[src/rtl/fetch_pkg.sv]
// Shared fetch-side types and constants used by the instruction queue and its storage.
package fetch_pkg;

    localparam int INST_QUEUE_DEPTH = 4;
    localparam logic [31:0] NOP_INST = 32'h0;

    typedef struct packed {
        logic [31:0] pc;
        logic [31:0] inst;
    } fetch_entry_t;

endpackage

[src/rtl/inst_queue_if.sv]
// Fetch/decode-facing handshake bundle of the instruction queue; the queue takes the slave view.
interface inst_queue_if #(
    parameter int DEPTH = 4
);
    localparam int PTR_W = $clog2(DEPTH);

    logic             fetch_issue;
    logic             fetch_ok;
    logic             resp_valid;
    logic [31:0]      resp_inst;
    logic [31:0]      resp_pc;
    logic             flush;
    logic             id_valid;
    logic [31:0]      id_inst;
    logic [31:0]      id_pc;
    logic             id_ready;
    logic [PTR_W:0]   count;

    modport master (
        output fetch_issue, resp_valid, resp_inst, resp_pc, flush, id_ready,
        input  fetch_ok, id_valid, id_inst, id_pc, count
    );

    modport slave (
        input  fetch_issue, resp_valid, resp_inst, resp_pc, flush, id_ready,
        output fetch_ok, id_valid, id_inst, id_pc, count
    );

endinterface

[src/rtl/inst_queue_mem.sv]
// Register-array storage for the instruction queue: one synchronous write port, one asynchronous read port.
module inst_queue_mem
    import fetch_pkg::*;
#(
    parameter int DEPTH = 4,
    localparam int PTR_W = $clog2(DEPTH)
) (
    input  logic             clk,
    input  logic             we,
    input  logic [PTR_W-1:0] waddr,
    input  fetch_entry_t     wdata,
    input  logic [PTR_W-1:0] raddr,
    output fetch_entry_t     rdata
);

    fetch_entry_t mem [DEPTH];

    always_ff @(posedge clk) begin
        if (we) begin
            mem[waddr] <= wdata;
        end
    end

    assign rdata = mem[raddr];

endmodule

[src/rtl/inst_queue.sv]
// Fetch-to-decode instruction queue with fetch credits and post-flush response dropping.
// Optional INST_QUEUE_BYPASS_EN: empty-queue responses reach decode in the same cycle.
module inst_queue
    import fetch_pkg::*;
#(
    parameter int DEPTH = INST_QUEUE_DEPTH
) (
    input  logic         clk,
    input  logic         rst,
    inst_queue_if.slave  q
);

    localparam int PTR_W = $clog2(DEPTH);
    localparam logic [PTR_W+1:0] DEPTH_W = DEPTH[PTR_W+1:0];

    logic [PTR_W-1:0] wr_ptr, rd_ptr;
    logic [PTR_W:0]   count_q, outstanding, outstanding_next, drop;
    logic [PTR_W+1:0] occupancy;
    logic             stored_valid, bypass, push, pop;
    fetch_entry_t     head, wdata;

    assign outstanding_next = outstanding + {{PTR_W{1'b0}}, q.fetch_issue}
                                          - {{PTR_W{1'b0}}, q.resp_valid};
    assign occupancy    = {1'b0, count_q} + {1'b0, outstanding};
    assign q.fetch_ok   = (occupancy < DEPTH_W) && !q.flush;
    assign stored_valid = (count_q != '0);

`ifdef INST_QUEUE_BYPASS_EN
    assign bypass = (count_q == '0) && (drop == '0) && !q.flush && q.resp_valid;
`else
    assign bypass = 1'b0;
`endif

    // A bypassed entry taken by decode in the same cycle never enters storage.
    assign push  = q.resp_valid && !q.flush && (drop == '0) && !(bypass && q.id_ready);
    assign pop   = stored_valid && q.id_ready && !q.flush;
    assign wdata = '{pc: q.resp_pc, inst: q.resp_inst};

    inst_queue_mem #(.DEPTH(DEPTH)) u_mem (
        .clk   (clk),
        .we    (push),
        .waddr (wr_ptr),
        .wdata (wdata),
        .raddr (rd_ptr),
        .rdata (head)
    );

    assign q.id_valid = stored_valid || bypass;
    assign q.count    = count_q;

    always_comb begin
        q.id_inst = NOP_INST;
        q.id_pc   = 32'h0;
        if (bypass) begin
            q.id_inst = q.resp_inst;
            q.id_pc   = q.resp_pc;
        end else if (stored_valid) begin
            q.id_inst = head.inst;
            q.id_pc   = head.pc;
        end
    end

    always_ff @(posedge clk or negedge rst) begin
        if (!rst) begin
            wr_ptr      <= '0;
            rd_ptr      <= '0;
            count_q     <= '0;
            outstanding <= '0;
            drop        <= '0;
        end else begin
            outstanding <= outstanding_next;
            if (q.flush) begin
                // Everything still in flight at the flush is stale, including a same-cycle issue.
                count_q <= '0;
                rd_ptr  <= wr_ptr;
                drop    <= outstanding_next;
            end else begin
                if (push) begin
                    wr_ptr <= wr_ptr + 1'b1;
                end
                if (pop) begin
                    rd_ptr <= rd_ptr + 1'b1;
                end
                if (push && !pop) begin
                    count_q <= count_q + 1'b1;
                end else if (pop && !push) begin
                    count_q <= count_q - 1'b1;
                end
                if (q.resp_valid && (drop != '0)) begin
                    drop <= drop - 1'b1;
                end
            end
        end
    end

    // The fetch stage may see fetch_ok drop combinationally on flush, so only the occupancy part is enforced.
    a_issue_credit: assert property (@(posedge clk) disable iff (!rst)
        q.fetch_issue |-> (occupancy < DEPTH_W));

    a_resp_outstanding: assert property (@(posedge clk) disable iff (!rst)
        q.resp_valid |-> (outstanding != '0));

endmodule

[src/flat_wrapper.sv]
// flat-port wrapper written by rule: the top's interface ports become plain ports
module inst_queue_flat import fetch_pkg::*;
#(
    parameter int DEPTH = INST_QUEUE_DEPTH
)
  (clk, rst, q_fetch_issue, q_resp_valid, q_resp_inst, q_resp_pc, q_flush, q_id_ready, q_fetch_ok, q_id_valid, q_id_inst, q_id_pc, q_count);
  inst_queue_if #(.DEPTH(DEPTH)) q_i ();
  input  logic clk;
  input  logic rst;
  input wire logic [$bits(q_i.fetch_issue)-1:0] q_fetch_issue;
  input wire logic [$bits(q_i.resp_valid)-1:0] q_resp_valid;
  input wire logic [$bits(q_i.resp_inst)-1:0] q_resp_inst;
  input wire logic [$bits(q_i.resp_pc)-1:0] q_resp_pc;
  input wire logic [$bits(q_i.flush)-1:0] q_flush;
  input wire logic [$bits(q_i.id_ready)-1:0] q_id_ready;
  output wire logic [$bits(q_i.fetch_ok)-1:0] q_fetch_ok;
  output wire logic [$bits(q_i.id_valid)-1:0] q_id_valid;
  output wire logic [$bits(q_i.id_inst)-1:0] q_id_inst;
  output wire logic [$bits(q_i.id_pc)-1:0] q_id_pc;
  output wire logic [$bits(q_i.count)-1:0] q_count;
  assign q_i.fetch_issue = q_fetch_issue;
  assign q_i.resp_valid = q_resp_valid;
  assign q_i.resp_inst = q_resp_inst;
  assign q_i.resp_pc = q_resp_pc;
  assign q_i.flush = q_flush;
  assign q_i.id_ready = q_id_ready;
  assign q_fetch_ok = q_i.fetch_ok;
  assign q_id_valid = q_i.id_valid;
  assign q_id_inst = q_i.id_inst;
  assign q_id_pc = q_i.id_pc;
  assign q_count = q_i.count;
  inst_queue #(.DEPTH(DEPTH)) u_core (.clk(clk), .rst(rst), .q(q_i));
endmodule
[config.mk]
export PLATFORM = sky130hd
export DESIGN_NAME = inst_queue_flat
export DESIGN_NICKNAME = d
export VERILOG_FILES = /design/src/rtl/fetch_pkg.sv /design/src/rtl/inst_queue_if.sv /design/src/rtl/inst_queue_mem.sv /design/src/rtl/inst_queue.sv /design/src/flat_wrapper.sv
export SDC_FILE = /design/constraint.sdc
export NUM_CORES = 1
export LEC_CHECK = 0
export CORE_MARGIN = 2
export CORE_UTILIZATION = 43
export DETAILED_ROUTE_END_ITERATION = 12
export PLACE_DENSITY = 0.61
export SLEW_MARGIN = 20
export SYNTH_ARGS = -nofsm -noshare
export SYNTH_HDL_FRONTEND = slang
export SYNTH_SLANG_ARGS = --single-unit
[constraint.sdc]
create_clock -name clk -period 9.3 [get_ports clk]
set_input_delay 1.395 -clock clk [delete_from_list [all_inputs] [get_ports clk]]
set_output_delay 1.395 -clock clk [all_outputs]
set_load 0.1 [all_outputs]
; Word level (Yosys, flattened, before mapping)
; Memory sizes are Yosys's and may differ from the RTL's.
; Cells that the tools add are included.
[totals]
reg_bits = 13
mem_bits_rw = 256
inputBits = 70
out_inout_bits = 69
word_cells = 45
n_memories = 1
[classes]
add_sub_neg = 8
magnitude_cmp = 1
n_mux = 11
bitwise = 1
n_reduce_logical = 18
[mem_list]
columns = name, depth, word_bits, read_ports, rd_ports_with_merged_regs, wr, line
row1 = u_core.u_mem.mem, 4, 64, 1, 0, 1, inst_queue_mem.sv:16  ; fetch_entry_t mem [DEPTH];
[op_table]
columns = op, n
row1 = $mux 32, 2
row2 = $mux 3, 5
row3 = $reduce_bool 3->1, 3
row4 = $logic_and 1x1->1, 8
row5 = $sub 3x1->3 const B, 2
row6 = $add 2x1->2 const B, 2
row7 = $add 3x3->4, 1
row8 = $lt 4x3->1 const B, 1
row9 = $mux 2, 2
row10 = $reduce_bool 2->1, 2
row11 = $add 3x1->3, 1
row12 = $add 3x1->3 const B, 1
row13 = $logic_not 1->1, 3
row14 = $logic_not 3->1, 1
row15 = $sub 3x1->3, 1
row16 = $mux 1, 2
row17 = $reduce_and 2->1, 1
row18 = $not 1->1, 1

; Longest topological paths before layout
[depth]
word_depth = 8
depth_mapped = 8
mapped_depth_nobuf = 8

; Cells and area by module
; Synthesis repeated with hierarchy kept, for this count alone.
[unflattened]
cells_unflattened = 491
area_unflattened_um2 = 10613.9
[by_module_without_submodules]
columns = module, n_inst, cells_per_inst, area_per_inst_um2, seq_area_each_um2
row1 = inst_queue_mem, 1, 338, 9341.5, 7687.4
row2 = inst_queue, 1, 153, 1272.5, 325.3

; Worst setup path after synthesis
; Ideal clock, no wire load.
[synth_path]
path_kind = input-to-output
start = input q_flush
end = output q_fetch_ok
arrival_ns = 3.450
required_ns = 7.905
setup_slack_ns = 4.455
stages = 2
path_buffers = 0
path_cell_list = or4_1 a31oi_1
[synth_between]
elab_chain_cells = 2
[synth_lines]
columns = element, line
row1 = from (decl), flat_wrapper.sv:14  ; input wire logic [$bits(q_i.flush)-1:0] q_flush;
row2 = $logic_not 1->1, inst_queue.sv:25  ; assign q.fetch_ok = (occupancy < DEPTH_W) && !q.flush;
row3 = $logic_and 1x1->1, inst_queue.sv:25
row4 = to (decl), flat_wrapper.sv:16  ; output wire logic [$bits(q_i.fetch_ok)-1:0] q_fetch_ok;
; No other way between the ends.

; Worst setup path after layout
; Ends and elaborated chain as after synthesis.

==> qor.csv <==
stage,metric,value,unit
clock_network,"Clk Latency, worst-skew pair",0.53,ns
clock_network,"Hold-fix buffers, CTS",0,
drt,initial DRC count,272,
sta,Hold Fails Final Rpt,0,
sta,Slew Limit Fails,0,
worst_setup_path,required time of the worst setup path,7.91,ns
global_routing,initial antenna violation count,1,
layout,"commonest non-fill, non-tap cells in the layout","256 x edfxtp_1, 138 x clkdlybuf4s50_1, 64 x mux4_2, 64 x and2_1, 29 x clkbuf_16",
drt,First-pass DRT Iterations,4,
layout,Final nets,721,
worst_setup_path,R2R setup slack,6.63,ns
placed_design,port buffer count,138,
worst_setup_path,Critical Path AT,3.99,ns
global_routing,vias in the first global route,5687,
worst_setup_path,CP max stage cell,clkdlybuf4s50_1,
sta,final period utilization,0.580,
layout,area grow syn2layout,24.5,%
die,IO Pins,139,
synth,Cell variety after synth,32,
global_routing,Tot GR Track Use,0.159,
run,Max-Cap Viols,0,
drt,drt via density,5.18,
drt,Routed wire per std cell,20.5,um
drt,via count,5096,
worst_setup_path,worst r2r dst,u_core.u_mem.mem[2][27],
sta,RSZ-0062 raised after global routing,no,
sta,fmax,186,MHz
synth,Yosys top cell by area,edfxtp_1,
worst_setup_path,r2r worst-path depth,5,
worst_setup_path,Critical Path End,q_fetch_ok,
sta,max_slew headroom,0.287,
clock_network,clock buffer depth,3,
global_routing,first-pass GRT wire length,31700,um
layout,share of cells above drive strength 1,0.173,
sta,setup TNS,0,ns
layout,# fillers,1893,
global_routing,grt ovf,0,
global_routing,pin count of the biggest net entering global routing,70,
die,Initial Utilization,0.436,
synth,warnings from Yosys,0,
drt,remaining antenna violation count after routing,0,
placed_design,post-detail-place hpwl,11100,um
clock_network,# clock sinks,269,
clock_network,clock tree from TritonCTS,yes,
synth,post-synthesis sequential area ratio,0.760,
synth,cells after synthesis,491,
synth,Synth area leaders,"edfxtp_1 73%, mux4_2 14%, and2_1 4.0%",
sta,post-layout minimum cycle time,5.39,ns
die,die width,161,um
clock_network,"CTS clk-pin slew, worst paths",0.06,ns
worst_setup_path,Startpoint Class,input pin,
min_path,Min-Delay Path Class,flop to flop,
clock_network,"Setup Fix Bufs, Post-CTS",0,
worst_setup_path,CP peak stage delay,1.15,ns
synth,Synth top area share,0.729,
die,core box area,0.0242,mm2
layout,"leading cell type in the layout, fill and taps excluded",edfxtp_1,
sta,post-route clock skew,0.00762,ns
layout,antenna diode count,0,
worst_setup_path,Worst R2R Start,u_core.drop[0],
placed_design,Routability Congestion,0.712,
die,Die Ht,161,um
worst_setup_path,worst path cell trace,clkdlybuf4s50_1 -> or4_1 -> a31oi_1 -> clkdlybuf4s50_1,
synth,Mapped Avg Cell Area,21.5,um2
clock_network,htree depth,1,
clock_network,CTS buffer count,29,
worst_setup_path,Critical Path Source,q_flush,
die,Cell Rows,57,
worst_setup_path,CP dominant cell by count,clkdlybuf4s50_1,
worst_setup_path,CP Capture Type,output pin,
synth,"Cell Area, Synth",0.0105,mm2
synth,#FFs+latches synth,269,
clock_network,CTS resizes,0,
synth,syn nets,573,
sta,# setup viols final,0,
worst_setup_path,type of the worst setup path,input pin to output pin,
outcome,status,"finished, final reports clean",
worst_setup_path,crit-path max FO,17,
sta,Slew @ Worst Pin,1.07,ns
die,die area,0.0258,mm2
drt,DR DRC count,0,
clock_network,Root Driver,clkbuf_16,
drt,drt total wl,20200,um
## worst min-delay path by stage
stage | from | slack [ns] | depth (start not counted) | to
after CTS | u_core.wr_ptr[1] | 0.56 | 2 | u_core.rd_ptr[1]
after global routing | u_core.wr_ptr[1] | 0.63 | 2 | u_core.rd_ptr[1]
after global placement | u_core.wr_ptr[1] | 0.54 | 2 | u_core.rd_ptr[1]
final | u_core.wr_ptr[1] | 0.56 | 2 | u_core.rd_ptr[1]
after detailed placement | u_core.wr_ptr[1] | 0.54 | 2 | u_core.rd_ptr[1]
after floorplan | u_core.wr_ptr[1] | 0.50 | 2 | u_core.rd_ptr[1]
## metal layers
metal	share of wire	global-route usage	vias up
met3	0.061	0.0426	28
met4	0.017	0.0328	2
met1	0.43	0.207	2666
li1	-	-	2270
met2	0.50	0.273	130
met5	0.00060	0	-
## worst max-delay path, delay by kind of cell
kind / cells / cell delay [ns]
buf+inv: 2 / 1.83
simple gates: 1 / 0.62
compound gates: 1 / 0.15
## kinds of logic after synthesis
kind of cell             Yosys count  synth area share
AO/OA/AOI/OAI                     14           0.00914
XOR/XNOR                          11           0.00914
adder cells (fa/ha/maj)           12            0.0157
buffers and inverters             33            0.0167
flip-flops                       269             0.760
multiplexers                      64             0.137
AND/OR/NAND/NOR                   88            0.0522
## through the flow
step	instance area (um2)	hold slack (ns)	setup WS, ns	utilization	std cells
final	13100	0.564	3.91	0.543	984
after global routing	13100	0.627	3.75	0.543	984
after CTS	13100	0.563	3.86	0.543	984
after detailed placement	12200	0.545	3.90	0.505	932
after global placement	12200	0.541	3.91	0.505	932
after floorplan	10500	0.503	4.45	-	491
## Yosys cell counts (all sizes together)
master / number
o31ai: 1
nand2: 6
nand2b: 1
a311oi: 1
xnor2: 6
edfxtp: 256
nand3: 3
a31oi: 1
ha: 10
nand4bb: 1
o311ai: 1
nand4: 1
a21oi: 2
a211o: 1
and2: 68
fa: 2
buf: 15
or3: 2
nand4b: 1
o21ai: 5
dfrtp: 13
or4: 1
nand3b: 1
clkbuf: 8
nor2: 3
xor2: 5
mux4: 64
a2bb2oi: 1
a21o: 1
inv: 10
## area by class of cell
cell class              count  area (um2)  share of cell area
repair buffers            140        1400               0.106
multi-input cells         189        2360               0.180
inverters                  10        37.5             0.00286
flip-flops and latches    269        8020               0.611
clock buffers              35         748              0.0570
clock inverters            17         155              0.0118
well taps                 324         405              0.0309
## registers in the layout (all words and copies together) (netlist names)
name and count:
u_core.outstanding 3, u_core.rd_ptr 2, u_core.wr_ptr 2, u_core.drop 3, u_core.q.count 3, u_core.u_mem.mem 256
Power is left out: the tool's default activity adds up to more than one toggle a clock period on the data nets, which glitch-free logic cannot reach.
